==> src/rtl/instr_fetch_unit.sv <==
// Prefetching instruction fetch stage: credit-limited sequential fetch into a {pc, instr} FIFO.
// Optional combinational response bypass when IFU_BYPASS_EN is defined.
module instr_fetch_unit #(
    parameter int unsigned DEPTH    = 4,
    parameter logic [31:0] RESET_PC = 32'h0000_0000
) (
    input  logic        clk,
    input  logic        reset,
    output logic        mem_req,
    output logic [31:0] mem_addr,
    input  logic        mem_gnt,
    input  logic        mem_rvalid,
    input  logic [31:0] mem_rdata,
    output logic        instr_valid,
    output logic [31:0] instr,
    output logic [31:0] instr_pc,
    input  logic        instr_ready,
    input  logic        redirect,
    input  logic [31:0] redirect_pc
);

    localparam int PW = $clog2(DEPTH);
    localparam int CW = $clog2(DEPTH + 1);

    typedef logic [CW-1:0] cnt_t;

    logic [31:0]   fetch_pc;
    logic [31:0]   resp_pc;
    logic [31:0]   fifo_pc   [DEPTH];
    logic [31:0]   fifo_data [DEPTH];
    logic [PW-1:0] rd_ptr;
    logic [PW-1:0] wr_ptr;
    cnt_t          count;
    cnt_t          outstanding;
    cnt_t          discard;

    logic [CW:0]   in_use;
    logic [31:0]   target_pc;
    logic          gnt_fire;
    logic          rsp_fire;
    logic          rsp_keep;
    logic          fifo_valid;
    logic          bypass_valid;
    logic          bypass_take;
    logic          push;
    logic          pop;

    // A slot is reserved at grant time, so queued plus in-flight words never exceed DEPTH.
    assign in_use    = {1'b0, count} + {1'b0, outstanding};
    assign mem_req   = reset && !redirect && (in_use < (CW+1)'(DEPTH));
    assign mem_addr  = fetch_pc;
    assign target_pc = {redirect_pc[31:2], 2'b00};

    assign gnt_fire   = mem_req && mem_gnt;
    assign rsp_fire   = mem_rvalid && (outstanding != '0);
    assign rsp_keep   = rsp_fire && (discard == '0) && !redirect;
    assign fifo_valid = (count != '0);

`ifdef IFU_BYPASS_EN
    assign bypass_valid = !fifo_valid && rsp_keep;
`else
    assign bypass_valid = 1'b0;
`endif

    assign bypass_take = bypass_valid && instr_ready;
    assign push        = rsp_keep && !bypass_take;
    assign pop         = fifo_valid && instr_ready && !redirect;
    assign instr_valid = fifo_valid || bypass_valid;

    always_comb begin
        instr    = '0;
        instr_pc = '0;
        if (fifo_valid) begin
            instr    = fifo_data[rd_ptr];
            instr_pc = fifo_pc[rd_ptr];
        end else if (bypass_valid) begin
            instr    = mem_rdata;
            instr_pc = resp_pc;
        end
    end

    // A redirect squashes everything still in flight: those words are counted off as they return.
    always_ff @(posedge clk or negedge reset) begin
        if (!reset) begin
            fetch_pc    <= RESET_PC;
            resp_pc     <= RESET_PC;
            rd_ptr      <= '0;
            wr_ptr      <= '0;
            count       <= '0;
            outstanding <= '0;
            discard     <= '0;
        end else if (redirect) begin
            fetch_pc    <= target_pc;
            resp_pc     <= target_pc;
            rd_ptr      <= '0;
            wr_ptr      <= '0;
            count       <= '0;
            outstanding <= outstanding - cnt_t'(rsp_fire);
            discard     <= outstanding - cnt_t'(rsp_fire);
        end else begin
            if (gnt_fire) begin
                fetch_pc <= fetch_pc + 32'd4;
            end
            outstanding <= outstanding + cnt_t'(gnt_fire) - cnt_t'(rsp_fire);
            if (rsp_fire && (discard != '0)) begin
                discard <= discard - 1'b1;
            end
            if (rsp_keep) begin
                resp_pc <= resp_pc + 32'd4;
            end
            if (push) begin
                wr_ptr <= wr_ptr + 1'b1;
            end
            if (pop) begin
                rd_ptr <= rd_ptr + 1'b1;
            end
            count <= count + cnt_t'(push) - cnt_t'(pop);
        end
    end

    always_ff @(posedge clk) begin
        if (push) begin
            fifo_data[wr_ptr] <= mem_rdata;
            fifo_pc[wr_ptr]   <= resp_pc;
        end
    end

    a_no_overflow : assert property (@(posedge clk) disable iff (!reset)
        (push && !pop) |-> (count < cnt_t'(DEPTH)));
    a_discard_bounded : assert property (@(posedge clk) disable iff (!reset)
        discard <= outstanding);
    a_credit_bounded : assert property (@(posedge clk) disable iff (!reset)
        in_use <= (CW+1)'(DEPTH));

endmodule

==> config.mk <==
export PLATFORM = sky130hd
export DESIGN_NAME = instr_fetch_unit
export DESIGN_NICKNAME = d
export VERILOG_FILES = /design/src/rtl/instr_fetch_unit.sv
export SDC_FILE = /design/constraint.sdc
export NUM_CORES = 1
export LEC_CHECK = 0
export CORE_MARGIN = 2
export CORE_UTILIZATION = 40
export CTS_CLUSTER_SIZE = 16
export DETAILED_ROUTE_END_ITERATION = 10
export GPL_ROUTABILITY_DRIVEN = 0
export SLEW_MARGIN = 20
export SYNTH_ARGS = -nofsm -noshare
export SYNTH_HDL_FRONTEND = slang
export SYNTH_SLANG_ARGS = --single-unit
==> constraint.sdc <==
create_clock -name clk -period 3.7 [get_ports clk]
set_input_delay 0.74 -clock clk [delete_from_list [all_inputs] [get_ports clk]]
set_output_delay 0.74 -clock clk [all_outputs]
set_load 0.03 [all_outputs]
---- Word-level counts from Yosys, hierarchy flattened ----
Memories as Yosys holds them, arrays and structs flattened.
Index checks and enable logic that the tools add are counted.
storage, ports and cells
  bits in registers ....................... 77
  memory bits (writable) .................. 256
  input port bits ......................... 70
  output and inout bits ................... 98
  logic and storage cells ................. 55
  memories ................................ 2
memory list
  name       words  width  rd ports  clocked after memory_dff  wr ports  line  RTL
  fifo_data  4      32     1         0                         1         30    logic [31:0] fifo_data [DEPTH];
  fifo_pc    4      32     1         0                         1         29    logic [31:0] fifo_pc [DEPTH];
operators by class
  add/sub/neg operators ................... 11
  $lt $le $gt $ge ......................... 1
  muxes and demuxes ....................... 16
  reduce and logical (&&, ||, !) cells .... 18
operator list
  kind                     count
  $mux W32                 6
  $add A32 B3 Y32 const B  2
  $mux W3                  4
  $logic_and A1 B1 Y1      9
  $reduce_bool A3 Y1       3
  $sub A3 B1 Y3            3
  $mux W2                  4
  $reduce_bool A2 Y1       4
  $add A3 B1 Y3            2
  $add A2 B1 Y2 const B    2
  $add A3 B3 Y4            1
  $lt A4 B3 Y1 const B     1
  $logic_not A3 Y1         1
  $sub A3 B1 Y3 const B    1
  $mux W1                  2
  $logic_not A1 Y1         1

---- Longest topological paths before layout ----
  word-level depth ........................ 7
  mapped depth ............................ 14
  mapped depth without buffers ............ 12

---- Worst setup path after synthesis ----
Ideal clock, no wire load.
  kind .................................... input to register
  start ................................... input port mem_rvalid
  end ..................................... memory fifo_data[0][0], enable pin
  setup time .............................. 0.427 ns
  arrival ................................. 2.942 ns
  data required time ...................... 3.273 ns
  slack ................................... 0.332 ns
  cell stages on the path ................. 5
  buffers on the path ..................... 2
  cell sequence ........................... o31a_1 > buf_2 > and3b_1 > buf_2 > and3_1
on the way
  longest elaborated chain between the ends .. 5
ends and longest elaborated chain
  item                              line  RTL
  from (decl)                       12    input logic mem_rvalid,
  $logic_and A1 B1 Y1               55    assign rsp_fire = mem_rvalid && (outstanding != '0);
  $logic_and A1 B1 Y1 (2 in a row)  56    assign rsp_keep = rsp_fire && (discard == '0) && !redirect;
  $mux W1                           122   if (push) begin
  $mux W1 (not written as such)     123   fifo_data[wr_ptr] <= mem_rdata;
  to (decl)                         30
No other way between the ends.

---- Worst setup path after layout ----
  start ................................... register rd_ptr[0]
  end ..................................... output port instr[30]
on the way
  longest elaborated chain between the ends .. 2
ends and longest elaborated chain
  item                    line  RTL
  from (decl)             31    logic [PW-1:0] rd_ptr;
  from (signal assigned)  115   rd_ptr <= rd_ptr + 1'b1;
  $mem_v2 Z4 W32          n/a
  $mux W32                73    if (fifo_valid) begin
  to (decl)               15    output logic [31:0] instr,
No other way between the ends.

==> impl_metrics.env <==
export IMPL_worstPathArrival_ps=2800
export IMPL_max_slew_margin=0.3215
export IMPL_timing_critical_path_from_type="flip-flop"
export IMPL_floorplan_core_area_sq_um=34290
export IMPL_clock_latency_ps=500
export IMPL_grt_max_degree=68
export IMPL_tritoncts_num_buffers=35
export IMPL_share_of_the_cycle_needed_by_the_critical_path_after_routing=0.9566
export IMPL_synth_cells=876
export IMPL_power_frac_comb=0.307
export IMPL_critical_path_most_common_cell="buf_12"
export IMPL_ctsHoldBuffers=0
export IMPL_routedWlPerCell_um=19.60
export IMPL_grt_setup_unrepaired="no"
export IMPL_endpoint_type_of_the_worst_setup_path="output pin"
export IMPL_dominant_combinational_cell_family_by_area_after_synthesis="simple AND/OR/NAND/NOR gates"
export IMPL_drive_above_1_share=0.1594
export IMPL_core_rowCount=68
export IMPL_layout_commonest_cell="edfxtp_1"
export IMPL_synth_seq_area_share=0.6715
export IMPL_drt_vias_per_instance=5.240
export IMPL_total_number_of_nets_in_the_final_design=1148
export IMPL_cts_repair_resized=0
export IMPL_grt_pass1_vias=8269
export IMPL_top_level_ports=168
export IMPL_final_wirelength_um=30180
export IMPL_floorplan_initialDensity=0.4028
export IMPL_route_detailed_drc=0
export IMPL_yosysTopAreaCellShare=0.5392
export IMPL_worst_hold_path_type="primary input to asynchronous set/reset pin"
export IMPL_r2r_setup_slack_ps=760
export IMPL_clk_path_buf_depth=3
export IMPL_dominantRegCellSynth="edfxtp_1"
export IMPL_worst_path_dominant_cell_family="buffers and inverters"
export IMPL_synth_compound_gate_area_share=0.03760
export IMPL_power_per_cell_area_nw_per_um2=654.0
export IMPL_cts_reportedPaths_clkPinSlew_ps=70
export IMPL_timing_critical_path_fanout_max=21
export IMPL_synth_area_per_cell_sq_um=15.77
export IMPL_r2r_end="outstanding[2]$_DFF_PN0_"
export IMPL_seq_power_share=0.393
export IMPL_post_synth_and_or_nand_nor_area_fraction=0.1165
export IMPL_critPathRequiredTime_ps=2960
export IMPL_final_setup_tns_ps=0
export IMPL_htreeDepth=2
export IMPL_max_stage_delay_ps=590
export IMPL_dr_total_vias=8069
export IMPL_criticalPathCategory="flip-flop to output pin"
export IMPL_globalRoute_totalOverflow=0
export IMPL_place_port_buffers=161
export IMPL_post_synth_xor_area_fraction=0.02600
export IMPL_p_leak_uw=0.005933
export IMPL_synth_yosys_warnings=0
export IMPL_net_switching_power_uw=3476
export IMPL_adder_cell_fraction_of_synth_area=0.01739
export IMPL_hpwlAfterDp_um=19640
export IMPL_clock_sink_count=321
export IMPL_timing_clock_skew_ps=8.677
export IMPL_rr_startpoint="outstanding[2]$_DFF_PN0_"
export IMPL_synthDistinctLibCells=64
export IMPL_ff2ff_path_depth=11
export IMPL_dr_pass1_iters=5
export IMPL_timing_hold_violations_final=0
export IMPL_critical_path_n_buffers_inverters=3
export IMPL_asyncSetResetFlopFracSynth=0.2274
export IMPL_dr_first_iter_drc_count=455
export IMPL_pwr_share_clk=0.300
export IMPL_fmax_mhz=282.5
export IMPL_post_route_min_period_ps=3540
export IMPL_die_height_um=189.8
export IMPL_tritoncts="done"
export IMPL_postSynthRegisterBits=321
export IMPL_synth_largest_area_cell="edfxtp_1"
export IMPL_post_synth_instance_area_sq_um=13810
export IMPL_fp_dieArea_sq_um=36030
export IMPL_dieWidth_um=189.8
export IMPL_critical_path_cell_chain="buf_12 > buf_12 > mux4_2 > and2_1 > clkdlybuf4s50_1"
export IMPL_vdd_ir_drop_worst_v=0.0003512
export IMPL_synth_area_leaders="edfxtp_1 (54%), dfrtp_1 (13%), mux4_2 (10%)"
export IMPL_grt_first_pass_wirelength_um=47210
export IMPL_cts_setup_buffers=0
export IMPL_endpoints_failing_setup=0
export IMPL_internal_power_uw=7779
export IMPL_grt_total_usage=0.1697
export IMPL_worst_path_max_delay_cell="dfrtp_4"
export IMPL_antenna_violations_before_repair=0
export IMPL_highest_count_cells_in_the_layout_ignoring_fill_and_taps="edfxtp_1 (248), clkdlybuf4s50_1 (159), dfrtp_1 (71)"
export IMPL_syn_to_final_growth_pct=24.61
export IMPL_final_max_slew_violation_count=0
export IMPL_max_slew_worst_pin_slew_ps=1014
export IMPL_antenna_violating_nets_post_route=0
export IMPL_post_synth_mux_area_share=0.1090
export IMPL_number_of_synthesized_flops_with_an_enable_pin=248
export IMPL_hold_worst_slack_ps=230.7
export IMPL_antenna_cells=0
export IMPL_clk_root_buffer_cell="clkbuf_16"
export IMPL_max_cap_viol_count=0
export IMPL_outcome="finished clean"
export IMPL_net_switching_fraction_of_the_power=0.3089
## flip-flops by register name, indices dropped and copies added, names as in the netlist
register and cells:
fifo_data 128, fifo_pc 120, mem_addr 30, resp_pc 30, count 3, discard 3, outstanding 3, rd_ptr 2
wr_ptr 2
## layout make-up
cell class                      count  area (sq um)
Clock buffer                       48          1001
Clock inverter                     14         123.9
Fill cell                        2871         17080
Inverter                           24         90.09
Multi-Input combinational cell    490          4254
Sequential cell                   321          9279
Tap cell                          455         569.3
Timing Repair Buffer              188          1892
## through the flow
step	setup slack (ps)	utilization	instances	instance area, sq um	power, uW
after floorplan	331.6	-	879	13820	6610
after global placement	545.7	0.4691	1478	16080	7989
after detailed placement	561.0	0.4691	1478	16080	8020
after CTS	90.99	0.5019	1540	17210	11420
after global routing	0.5238	0.5019	1540	17210	11790
final	160.4	0.5019	1540	17210	11250
## power by group through the flow
stage	clock network, uW	registers (uW)	logic, uW
6_report	3380	4420	3460
4_1_cts	3460	4420	3540
3_5_place_dp	0	4490	3530
2_1_floorplan	0	4460	2150
3_3_place_gp	0	4480	3500
5_1_grt	3600	4460	3730
## kinds of logic after synthesis
| group | count (synthesis) |
|---|---|
| flip-flops | 321 |
| AND/OR/NAND/NOR | 274 |
| AO/OA/AOI/OAI | 81 |
| multiplexers | 72 |
| buffers and inverters | 68 |
| XOR/XNOR | 41 |
| adder cells (fa/ha/maj) | 18 |
| other | 1 |
## routing by layer
metal  wire [um]  share of wire  global-route usage
met1       13890           0.46              0.2432
met3        1723          0.057             0.02896
met2       14060           0.47              0.2728
met4         509          0.017             0.03965
met5           0              0                   0
## synth_stat cells (4+ instances only)
library cell	count
a31oi_1	5
and3_1	12
inv_1	22
xnor2_1	20
clkbuf_1	25
nand2_1	56
o21ai_0	37
nand2b_1	4
and4_1	6
nand3b_1	4
edfxtp_1	248
and2_1	68
a21oi_1	5
buf_4	5
or3_1	5
nor2_1	28
buf_2	11
o211ai_1	14
mux4_2	62
ha_1	16
xor2_1	21
mux2_2	7
nor3_1	12
nand4_1	23
nand3_1	30
nand4_2	4
dfrtp_1	73
## worst max path at each step
stage | from | to | slack [ps] | cells past startpoint
6_report | rd_ptr[0]$_DFFE_PN0P_ | instr[30] | 160 | 5
3_3_place_gp | mem_gnt | outstanding[2]$_DFF_PN0_ | 550 | 10
5_1_grt | rd_ptr[0]$_DFFE_PN0P_ | instr[9] | 0.5 | 5
3_5_place_dp | mem_gnt | outstanding[2]$_DFF_PN0_ | 560 | 10
2_1_floorplan | mem_rvalid | fifo_data[0][0]$_DFFE_PP_ | 330 | 5
4_1_cts | rd_ptr[0]$_DFFE_PN0P_ | instr[30] | 90 | 5
## worst reg2reg max path, stage by stage (launching register included)
cell and delay, ps:
dfrtp_1 430, ha_1 320, nor4b_4 280, and4_4 420, inv_2 60, ha_1 270, inv_1 40, ha_1 180
fa_1 370, xor2_1 140, o21ai_0 200, xor2_1 160
(Power assumes the default switching activity.)
